==> config.mk <==
export PLATFORM = sky130hd
export DESIGN_NAME = bsr_block_scheduler
export DESIGN_NICKNAME = d
export VERILOG_FILES = /design/src/rtl/bsr_block_scheduler.sv
export SDC_FILE = /design/constraint.sdc
export NUM_CORES = 1
export LEC_CHECK = 0
export ABC_AREA = 1
export CAP_MARGIN = 15
export CORE_AREA = 2 2 488 490
export CTS_BUF_LIST = sky130_fd_sc_hd__clkbuf_4
export DETAILED_ROUTE_END_ITERATION = 10
export DIE_AREA = 0 0 490 492
export PLACE_DENSITY = 0.35
export SLEW_MARGIN = 25
export SYNTH_ARGS = -nofsm -noshare
export SYNTH_HDL_FRONTEND = slang
export SYNTH_SLANG_ARGS = --single-unit
==> constraint.sdc <==
create_clock -name clk -period 3.35 [get_ports clk]
set_input_delay 0.67 -clock clk [delete_from_list [all_inputs] [get_ports clk]]
set_output_delay 0.67 -clock clk [all_outputs]
set_load 0.03 [all_outputs]
==> src/rtl/bsr_block_scheduler.sv <==
// Block-sparse row walker: reads row_ptr/col_idx/block memories and issues each non-zero
// block to the systolic array over a valid_out/ready handshake. Define BSR_SCHED_PERF_EN for perf counters.
module bsr_block_scheduler #(
  parameter int DATA_WIDTH = 8,
  parameter int BLOCK_H    = 8,
  parameter int BLOCK_W    = 8,
  parameter int IDX_WIDTH  = 16,
  parameter int PTR_WIDTH  = 16
) (
  input  logic                                  clk,
  input  logic                                  rst,
  input  logic                                  start,
  input  logic [IDX_WIDTH-1:0]                  num_block_rows,
  output logic                                  rp_rd_en,
  output logic [IDX_WIDTH-1:0]                  rp_addr,
  input  logic [PTR_WIDTH-1:0]                  rp_rdata,
  output logic                                  ci_rd_en,
  output logic [PTR_WIDTH-1:0]                  ci_addr,
  input  logic [IDX_WIDTH-1:0]                  ci_rdata,
  output logic                                  blk_rd_en,
  output logic [PTR_WIDTH-1:0]                  blk_addr,
  input  logic [BLOCK_H*BLOCK_W*DATA_WIDTH-1:0] blk_rdata,
  output logic                                  valid_out,
  output logic [DATA_WIDTH-1:0]                 block_data [0:BLOCK_H*BLOCK_W-1],
  output logic [IDX_WIDTH-1:0]                  block_row,
  output logic [IDX_WIDTH-1:0]                  block_col,
  input  logic                                  ready,
  output logic                                  busy,
  output logic                                  done,
  output logic                                  err_ptr,
  output logic [31:0]                           blocks_issued,
  output logic [31:0]                           rows_skipped,
  output logic [31:0]                           stall_cycles
);
  // Handshake: a block is accepted on the rising edge where valid_out && ready in ISSUE;
  // valid_out then stays high, with data and tags frozen, for the one HOLD cycle.
  localparam int NELEM = BLOCK_H * BLOCK_W;

  localparam logic [3:0] S_IDLE     = 4'd0;
  localparam logic [3:0] S_RP_FIRST = 4'd1;
  localparam logic [3:0] S_RP_NEXT  = 4'd2;
  localparam logic [3:0] S_ROW      = 4'd3;
  localparam logic [3:0] S_FETCH    = 4'd4;
  localparam logic [3:0] S_CAP      = 4'd5;
  localparam logic [3:0] S_ISSUE    = 4'd6;
  localparam logic [3:0] S_HOLD     = 4'd7;
  localparam logic [3:0] S_DONE     = 4'd8;

  logic [3:0]           state;
  logic [IDX_WIDTH-1:0] n_rows;
  logic [IDX_WIDTH-1:0] r;
  logic [IDX_WIDTH-1:0] r_inc;
  logic [PTR_WIDTH-1:0] ptr_start;
  logic [PTR_WIDTH-1:0] ptr_end;
  logic [PTR_WIDTH-1:0] k;
  logic [PTR_WIDTH-1:0] k_inc;

  assign r_inc = r + 1'b1;
  assign k_inc = k + 1'b1;

  assign rp_rd_en  = (state == S_RP_FIRST) || (state == S_RP_NEXT);
  assign rp_addr   = (state == S_RP_NEXT) ? r_inc : '0;
  assign ci_rd_en  = (state == S_FETCH);
  assign ci_addr   = (state == S_FETCH) ? k : '0;
  assign blk_rd_en = (state == S_FETCH);
  assign blk_addr  = (state == S_FETCH) ? k : '0;
  assign valid_out = (state == S_ISSUE) || (state == S_HOLD);
  assign busy      = (state != S_IDLE) && (state != S_DONE);
  assign done      = (state == S_DONE);

  always_ff @(posedge clk) begin
    if (rst) begin
      state     <= S_IDLE;
      n_rows    <= '0;
      r         <= '0;
      ptr_start <= '0;
      ptr_end   <= '0;
      k         <= '0;
      err_ptr   <= 1'b0;
      block_row <= '0;
      block_col <= '0;
      for (int e = 0; e < NELEM; e++) block_data[e] <= '0;
    end else begin
      case (state)
        S_IDLE: begin
          if (start) begin
            n_rows  <= num_block_rows;
            err_ptr <= 1'b0;
            r       <= '0;
            state   <= (num_block_rows == '0) ? S_DONE : S_RP_FIRST;
          end
        end
        S_RP_FIRST: state <= S_RP_NEXT;
        S_RP_NEXT: begin
          // Later rows inherit ptr_start from the previous row's end pointer.
          if (r == '0) ptr_start <= rp_rdata;
          state <= S_ROW;
        end
        S_ROW: begin
          ptr_end <= rp_rdata;
          k       <= ptr_start;
          if (rp_rdata > ptr_start) begin
            state <= S_FETCH;
          end else begin
            if (rp_rdata < ptr_start) err_ptr <= 1'b1;
            ptr_start <= rp_rdata;
            r         <= r_inc;
            state     <= (r_inc == n_rows) ? S_DONE : S_RP_NEXT;
          end
        end
        S_FETCH: state <= S_CAP;
        S_CAP: begin
          for (int e = 0; e < NELEM; e++)
            block_data[e] <= blk_rdata[e*DATA_WIDTH +: DATA_WIDTH];
          block_col <= ci_rdata;
          block_row <= r;
          state     <= S_ISSUE;
        end
        S_ISSUE: if (ready) state <= S_HOLD;
        S_HOLD: begin
          if (k_inc < ptr_end) begin
            k     <= k_inc;
            state <= S_FETCH;
          end else begin
            ptr_start <= ptr_end;
            r         <= r_inc;
            state     <= (r_inc == n_rows) ? S_DONE : S_RP_NEXT;
          end
        end
        S_DONE:  state <= S_IDLE;
        default: state <= S_IDLE;
      endcase
    end
  end

`ifdef BSR_SCHED_PERF_EN
  logic [31:0] blk_cnt;
  logic [31:0] skip_cnt;
  logic [31:0] stall_cnt;

  always_ff @(posedge clk) begin
    if (rst) begin
      blk_cnt   <= '0;
      skip_cnt  <= '0;
      stall_cnt <= '0;
    end else begin
      if (state == S_HOLD) blk_cnt <= blk_cnt + 32'd1;
      if (state == S_ROW && rp_rdata == ptr_start) skip_cnt <= skip_cnt + 32'd1;
      if (state == S_ISSUE && !ready) stall_cnt <= stall_cnt + 32'd1;
    end
  end

  assign blocks_issued = blk_cnt;
  assign rows_skipped  = skip_cnt;
  assign stall_cycles  = stall_cnt;
`else
  assign blocks_issued = '0;
  assign rows_skipped  = '0;
  assign stall_cycles  = '0;
`endif

endmodule

# == Yosys cells after proc, flatten, opt, wreduce, memory -nomap -nowiden ==
# Index checks and enable logic that the tools add are counted.
# op_classes
n_addsub,2
magnitude_cmp,3
eq_ne,17
mux,23
n_reduce_logical,17
# op_table
cell,count
16-bit 2-to-1 mux,9
16-bit one-hot mux with 3 select lines,2
16-bit by 1-bit adder with 16-bit output (second input constant),2
16-bit zero test,2
16-bit less-than comparator,2
16-bit one-hot mux with 2 select lines,1
4-bit one-hot mux with 8 select lines,1
4-bit 2-to-1 mux,6
16-bit == test,1
4-bit by 3-bit == test with 1-bit output (second input constant),4
16-bit > comparator,1
4-bit AND reduction,3
2-bit inequality test (second input constant),5
4-bit by 2-bit == test with 1-bit output (second input constant),2
2-bit AND reduction,3
3-bit nonzero test,2
4-bit by 1-bit == test with 1-bit output (second input constant),1
4-bit == test (second input constant),1
4-bit zero test,1
2-bit by 1-bit inequality test with 1-bit output (second input constant),2
4-bit inequality test (second input constant),1
2-bit nonzero test,2
4-bit nonzero test,1
1-bit 2-to-1 mux,3
other kinds (3),4
# word_totals
reg_bits,629
output_inout_bits,695

# == Logic depth before layout (Yosys ltp) ==
# Gate-level depths: netlist (run 1).
# logic_depth
ltp_word,5
ltp_mapped,20
ltp_nobuf,20

# == Worst setup path before layout (run 1) ==
# Ideal clock, no wire load.
# synth_timing
kind,register -> output
from,register state[3]
to,output ci_addr[12]
t_arrival_ps,2224
required_time_ps,2680
path_slack_ps,456
stages_incl_launch_ff,8
path_cell_list,dfxtp_1 nor2_2 inv_2 nor2_1 inv_1 clkbuf_1 nor2_1 buf_4
# synth_between
elab_chain_len,2
# synth_rtl
item,line,text
start: declaration,49,logic [3:0] state;
start signal: assignment,90,state <= (num_block_rows == '0) ? S_DONE : S_RP_FIRST;
start signal: assignment,108,state <= (r_inc == n_rows) ? S_DONE : S_RP_NEXT;
start signal: assignment,127,state <= (r_inc == n_rows) ? S_DONE : S_RP_NEXT;
4-bit by 3-bit == test with 1-bit output,n/a,
via blk_rd_en,20,"output logic blk_rd_en,"
16-bit 2-to-1 mux,64,assign ci_addr = (state == S_FETCH) ? k : '0;
end: declaration,18,"output logic [PTR_WIDTH-1:0] ci_addr,"
# The timed path passes the listed nets, and every way through them passes these cells.

# == Final worst setup path (run 1) ==
# layout_timing
from,register r[0]
to,output rp_addr[7]
# layout_between
elab_chain_len,2
# layout_rtl
item,line,text
start: declaration,51,logic [IDX_WIDTH-1:0] r;
start signal: assignment,107,r <= r_inc;
start signal: assignment,126,r <= r_inc;
16-bit by 1-bit adder with 16-bit output,58,assign r_inc = r + 1'b1;
16-bit 2-to-1 mux,62,assign rp_addr = (state == S_RP_NEXT) ? r_inc : '0;
end: declaration,15,"output logic [IDX_WIDTH-1:0] rp_addr,"
# No other way between the ends.

==> results.ini, run 1 <==
[synthesis]
synthXorXnorAreaFrac_pct=0.496
yosys.area.top_type=dfxtp_1
synth_edf_count=0
synth_cell_types=38
yosys.area_share.adder_pct=1.72
ys_seq_area_share_pct=50.9
netlist_top_cells_area=dfxtp_1 (51%), nor2_1 (17%), o21ai_0 (13%), buf_4 (3.5%), nand2_1 (2.6%)
avgSynthCellArea_um2=7.50
synthMuxAreaShare_pct=0
synthFlopType=dfxtp_1
syn-cell-area_mm2=0.0247
synth-simple-area-share_pct=22.2
syn_inst=3297
synth.most_common_cell=nor2_1
synth_top_area_share_pct=50.9
synth_top_family_by_area=simple AND/OR/NAND/NOR gates
synth_seq_cells=629
synth_compound_area_share_pct=15.7
synth_common_cells=nor2_1 (1139), dfxtp_1 (629), o21ai_0 (624)
ys_warn_count=0
synthArstFlopShare_pct=0

[worst_setup_path]
worstSetupEndpointType=output port
reg2reg_depth=27
r2r_setup_slack_ps=170
crit_arrival_ps=2560
critPathMaxFanout=6
start_kind=register
regToRegStartpoint=r[0]$_SDFFE_PP0P_
r2r_end=state[1]$_SDFFE_PP0P_
cp.required_ps=2680
path_class=reg -> out

[placement]
gp_congestion=0.835
port_buffers=1162
dp_slack_ps=58.7
dp_hpwl_um=132000

[power_and_ir_drop]
power_frac_clock_pct=41.3
power.share.combinational_pct=18.5
switchingPower_mw=6.04
sequentialPowerShare_pct=40.2
internal-power_mw=13.5
p_total_mw=19.5
swShare_pct=31.0
ir_drop_mv=0.213
p_leak_nw=18.0
power_density_mw_per_mm2=400

[final_layout]
nets=5692
area_delta_synth_final_pct=97.2
regArea_mm2=0.0127
num-fill-cells=26600
layout-drive-gt1-share_pct=14.0
utilization_pct=20.6
multi_input_area_mm2=0.0109

[min_path]
min_to=ptr_end[0]$_SDFFE_PP0P_
hold_path_startpoint=rp_rdata[0]
min_path_type=in -> reg
hold_path_depth=3

[clock_tree]
clock-root-buffer=clkbuf_4
clk_path_buf_depth=3
clk_latency_ps=1230
cts_tree=built
htreeDepth=4
cts_buffers=206
cts_sinks=629
path_clk_slew_ps=60

[run]
cap_viol_max_count=0

[routing]
vias=29300
drt_iter0_markers=1455
post_drt_via_cell_ratio=3.48
dr.pass1.iters=5
ant_nets=0
wl_per_cell_um=20.0
routed_wl_um=168000
drc=0

[timing]
fmax_mhz=310
period_needed_ps=3230
skew_ps=80.4
period_share_pct=96.4
fin_ws_ps=120
max_slew_margin_pct=41.5
tns_ps=0
hold_viol=0
report.final.slew_viol_count=0
grt_setup_unrepaired=true
finalSetupViolations=0
tightest_slew_ps=868
whs_ps=253

[die]
die-area_mm2=0.241
die_h_um=492
io_pins=1259
coreArea_mm2=0.236
fp.dieW_um=490
rows=179
start_util_pct=10.5

[outcome]
outcome=finished, final reports clean

[global_route]
first_global_vias=29300
grt_max_degree=133
grt_usage_pct=13.4
grt_first_pass_wirelength_um=230000
gr-total-overflow=0
antenna_found_initial=46

## worst max-delay path, cell delays in order, from the launching register on
cell and delay (ps):
dfxtp_4 370, buf_4 120, inv_4 60, nor2_4 200, nand2_1 80, nand2_1 90
and2_4 160, inv_2 40, nor2_4 130, buf_6 160
## through the flow
| stage | area [µm²] | std cells |
|---|---|---|
| final | 48800 | 8418 |
| after global placement | 40200 | 7518 |
| after detailed placement | 40200 | 7518 |
| after floorplan | 25100 | 3392 |
| after CTS | 48100 | 8374 |
| after global routing | 48800 | 8412 |
## state kept, by name, summed over array words and instances (netlist names)
signal	flops
block_col	16
block_data	512
block_row	16
err_ptr	1
k	16
n_rows	16
ptr_end	16
ptr_start	16
r	16
state	4
## layout by cell type (no fill, tap or decap), types with 10 or more instances in the layout
| cell | count |
|---|---|
| buf_6 | 67 |
| diode_2 | 21 |
| inv_1 | 101 |
| a31oi_1 | 11 |
| dfxtp_1 | 609 |
| nor2_4 | 46 |
| buf_4 | 150 |
| nand2_4 | 10 |
| buf_12 | 31 |
| nand2_1 | 141 |
| a21oi_1 | 98 |
| nand2_2 | 29 |
| dfxtp_4 | 14 |
| o21ai_0 | 624 |
| xor2_1 | 13 |
| nand3_1 | 30 |
| clkdlybuf4s50_1 | 1043 |
| nor2_1 | 1100 |
| o21ai_1 | 15 |
| clkbuf_4 | 296 |
| nand4_1 | 12 |
| inv_2 | 15 |
| clkinv_1 | 30 |
| dlygate4sd2_1 | 63 |
| dlygate4sd3_1 | 456 |
| conb_1 | 96 |
| ha_1 | 31 |
## worst max-delay path by stage
stage	startpoint	to
after floorplan	state[3]$_SDFFE_PP0P_	ci_addr[12]
after global placement	k[3]$_SDFFE_PP0P_	ptr_start[15]$_SDFFE_PP0P_
after detailed placement	k[3]$_SDFFE_PP0P_	r[7]$_SDFFE_PP0P_
after CTS	r[1]$_SDFFE_PP0P_	rp_addr[14]
after global routing	r[0]$_SDFFE_PP0P_	rp_addr[14]
final	r[0]$_SDFFE_PP0P_	rp_addr[7]
## power by group through the flow
stage / Sequential, mW / Clock [mW] / Combinational [mW]
final: 7.84 / 8.05 / 3.61
after global routing: 7.86 / 8.92 / 3.88
after CTS: 7.84 / 8.58 / 3.51
after detailed placement: 7.99 / 0 / 2.78
after global placement: 7.99 / 0 / 2.78
after floorplan: 8.13 / 0 / 1.16
## final cells by class
cell class / instances / area share (%)
Antenna cell: 21 / 0.108
Inverter: 122 / 1.01
Timing Repair Buffer: 1817 / 37.2
Multi-Input combinational cell: 2318 / 22.4
Tap cell: 3167 / 8.12
Clock buffer: 296 / 4.56
Sequential cell: 629 / 25.9
Clock inverter: 48 / 0.572
## layer usage
metal	share of wire [%]	global-route usage [%]	vias to the layer above
met1	41	15.5	13600
met3	12	7.28	264
met2	44	20.9	1218
met4	3.0	4.48	26
met5	0.093	0	-
li1	-	-	14200
## what timing repair did
item | 4_1_cts | 5_1_grt
pin swaps | 36 | 46
gates cloned | 1 | 2
hold buffers | 456 | 0
endpoints found under the hold margin | 458 | 0
buffers inserted | 56 | 23
resized for setup | 563 | 97
setup endpoints to repair | 116 | 96
## kinds of logic (layout without fill, tap and decap cells)
family          after synthesis  after routing
flops                       629            629
simple gates               1408           1408
buf+inv                     445           2283
compound gates              766            766
xor+xnor                     14             14
other cells                   1            117
fa+ha+maj                    34             34
Note: power is estimated with default switching activity, not from simulation.
==> run 2: changes to the inputs <==
--- a/config.mk
+++ b/config.mk
@@ -11,7 +11,8 @@
 export CTS_BUF_LIST = sky130_fd_sc_hd__clkbuf_4
 export DETAILED_ROUTE_END_ITERATION = 10
 export DIE_AREA = 0 0 490 492
-export PLACE_DENSITY = 0.35
+export PLACE_DENSITY_LB_ADDON = 0.12
+export SETUP_SLACK_MARGIN = 0.5
 export SLEW_MARGIN = 25
 export SYNTH_ARGS = -nofsm -noshare
 export SYNTH_HDL_FRONTEND = slang
==> results.ini, run 2 (synthesized netlist as in run 1, its figures left out) <==
[outcome]
outcome=finished, final reports clean  ; unchanged

[global_route]
grt_first_pass_wirelength_um=222000  ; was 230000 µm
first_global_vias=29400  ; was 29300
grt_usage_pct=12.7  ; was 13.4%
gr-total-overflow=0  ; unchanged
grt_max_degree=81  ; was 133
antenna_found_initial=43  ; was 46

[clock_tree]
clk_path_buf_depth=3  ; unchanged
htreeDepth=4  ; unchanged
cts_sinks=629  ; unchanged
clk_latency_ps=1230  ; about the same
clock-root-buffer=clkbuf_4  ; unchanged
cts_buffers=212  ; was 206
path_clk_slew_ps=60  ; about the same
cts_tree=built  ; unchanged

[worst_setup_path]
cpMostUsedCell=buf_6
cp.required_ps=4360  ; was 2680 ps
path_delay_family=simple AND/OR/NAND/NOR gates  ; unchanged
critPathMaxFanout=6  ; unchanged
reg2reg_depth=21  ; was 27
crit_cells=21  ; was 9
cp_cell_sequence=buf_6, ha_4, nand2_4, nor2_4, nand2_2, nor2_4, nand3_4, nor2_4, nand2_2, xor2_2, ha_1, nand4_1, nor3_2, nand2_1, nand3_4, buf_6, o211ai_4, buf_6, buf_6, o21ai_2, a21oi_2  ; was buf_4, inv_4, nor2_4, nand2_1, nand2_1, and2_4, inv_2, nor2_4, buf_6
worstSetupEndpointType=register  ; was output port
slowest_delay_ps=330  ; was 370 ps
start_kind=register  ; unchanged
path_class=reg -> reg  ; was reg -> out
slowest_stage=dfxtp_2  ; was dfxtp_4
regToRegStartpoint=k[0]$_SDFFE_PP0P_  ; was r[0]$_SDFFE_PP0P_
crit_buf_inv=4  ; unchanged
critPathLaunch=k[0]$_SDFFE_PP0P_  ; was r[0]$_SDFFE_PP0P_
crit_arrival_ps=4270  ; was 2560 ps

[min_path]
hold_path_depth=3  ; unchanged
min_path_type=in -> reg  ; unchanged
hold_path_startpoint=blk_rdata[302]  ; was rp_rdata[0]

[final_layout]
nets=5679  ; was 5692
largest-register=block_data  ; unchanged
finalInstanceArea_mm2=0.0504  ; was 0.0488 mm²
final_common_cell=nor2_1  ; unchanged
layout-drive-gt1-share_pct=16.5  ; was 14.0%
stdcell_count=8413  ; was 8418
utilization_pct=21.3  ; was 20.6%
area_delta_synth_final_pct=104  ; was 97.2%
largest_reg_flops=512  ; unchanged
layout_common_cells=nor2_1 (1094), dfxtp_1 (606), clkdlybuf4s50_1 (601)  ; was nor2_1 (1100), clkdlybuf4s50_1 (1043), o21ai_0 (624)

[power_and_ir_drop]
power_density_mw_per_mm2=396  ; was 400 mW/mm²
ir_drop_mv=0.254  ; was 0.213 mV
p_leak_nw=26.3  ; was 18.0 nW
p_total_mw=19.9  ; was 19.5 mW

[timing]
tns_ps=0  ; unchanged
period_needed_ps=3260  ; was 3230 ps
grt_setup_unrepaired=true  ; unchanged
report.final.slew_viol_count=0  ; unchanged
tightest_slew_ps=822  ; was 868 ps
fmax_mhz=307  ; was 310 MHz
whs_ps=220  ; was 253 ps
skew_ps=103  ; was 80.4 ps
finalSetupViolations=0  ; unchanged
max_slew_margin_pct=45.1  ; was 41.5%
fin_ws_ps=94.2  ; was 120 ps
hold_viol=0  ; unchanged
period_share_pct=97.2  ; was 96.4%

[die]
coreArea_mm2=0.236  ; unchanged
start_util_pct=10.5  ; unchanged
die_h_um=492  ; unchanged
io_pins=1259  ; unchanged
rows=179  ; unchanged
die-area_mm2=0.241  ; unchanged
fp.dieW_um=490  ; unchanged

[routing]
vias=28600  ; was 29300
routed_wl_um=158000  ; was 168000 µm
ant_nets=0  ; unchanged
drc=0  ; unchanged
dr.pass1.iters=9  ; was 5
drt_iter0_markers=1209  ; was 1455
wl_per_cell_um=18.8  ; was 20.0 µm
post_drt_via_cell_ratio=3.40  ; was 3.48

[placement]
gp_congestion=0.805  ; was 0.835
dp_cells=7488  ; was 7518
place_area_mm2=0.0399  ; was 0.0402 mm²
port_buffers=1162  ; unchanged
dp_slack_ps=-9.74  ; was 58.7 ps
dp_hpwl_um=118000  ; was 132000 µm

[run]
cap_viol_max_count=0  ; unchanged

## run 2: cell count changes in the layout (fill, tap and decap cells not counted), sizes merged, moves of 6 or more
cell | previous run | this run
clkbuf | 298 | 325
dlygate4sd3 | 456 | 450
clkdlybuf4s15 | 2 | 31
dlymetal6s2s | 0 | 453
dlygate4sd2 | 63 | 1
clkdlybuf4s50 | 1043 | 601
clkinv | 38 | 23
## run 2: what timing repair did
item                       CTS  global route
pin swaps                   42            52
hold endpoints to repair   457             0
setup buffers               62            27
gates resized for setup    867           554
hold buffers               450             0
setup endpoints to repair  651           603
gates cloned                 6             1
## run 2: power by group
part	switching (mW)	leakage, nW	internal [mW]
clock	4.05	1.56	4.34
combinational	1.88	19.6	1.83
sequential	0.156	5.09	7.69
total	6.09	26.3	13.9
## run 2: final timing paths
check | slack, ps | endpoint
worst max-delay path | 90 | r[15]$_SDFFE_PP0P_
worst min-delay path | 220 | block_data[214]$_SDFFE_PP0N_
worst max register to register | 90 | r[15]$_SDFFE_PP0P_
worst min register to register | 470 | n_rows[0]$_SDFFE_PP0P_
## run 2: worst min-delay path: stages
cell             delay (ps)
clkdlybuf4s50_1         450
o21ai_0                 150
nor2_1                  110
## run 2: layout make-up
class,count,area (µm²)
fill,26600,186000
timing repair buffer,1798,19300
sequential,629,12700
multi-input combinational,2318,11300
tap,3167,3960
clock buffer,324,2430
inverter,122,507
clock inverter,31,168
antenna,24,60.1
## run 2: metal layers
metal | GRT usage (%) | part of all wire (%)
met2 | 20.6 | 46
met5 | 0 | 0.16
met1 | 14.9 | 42
met3 | 5.94 | 10
met4 | 3.20 | 2.0
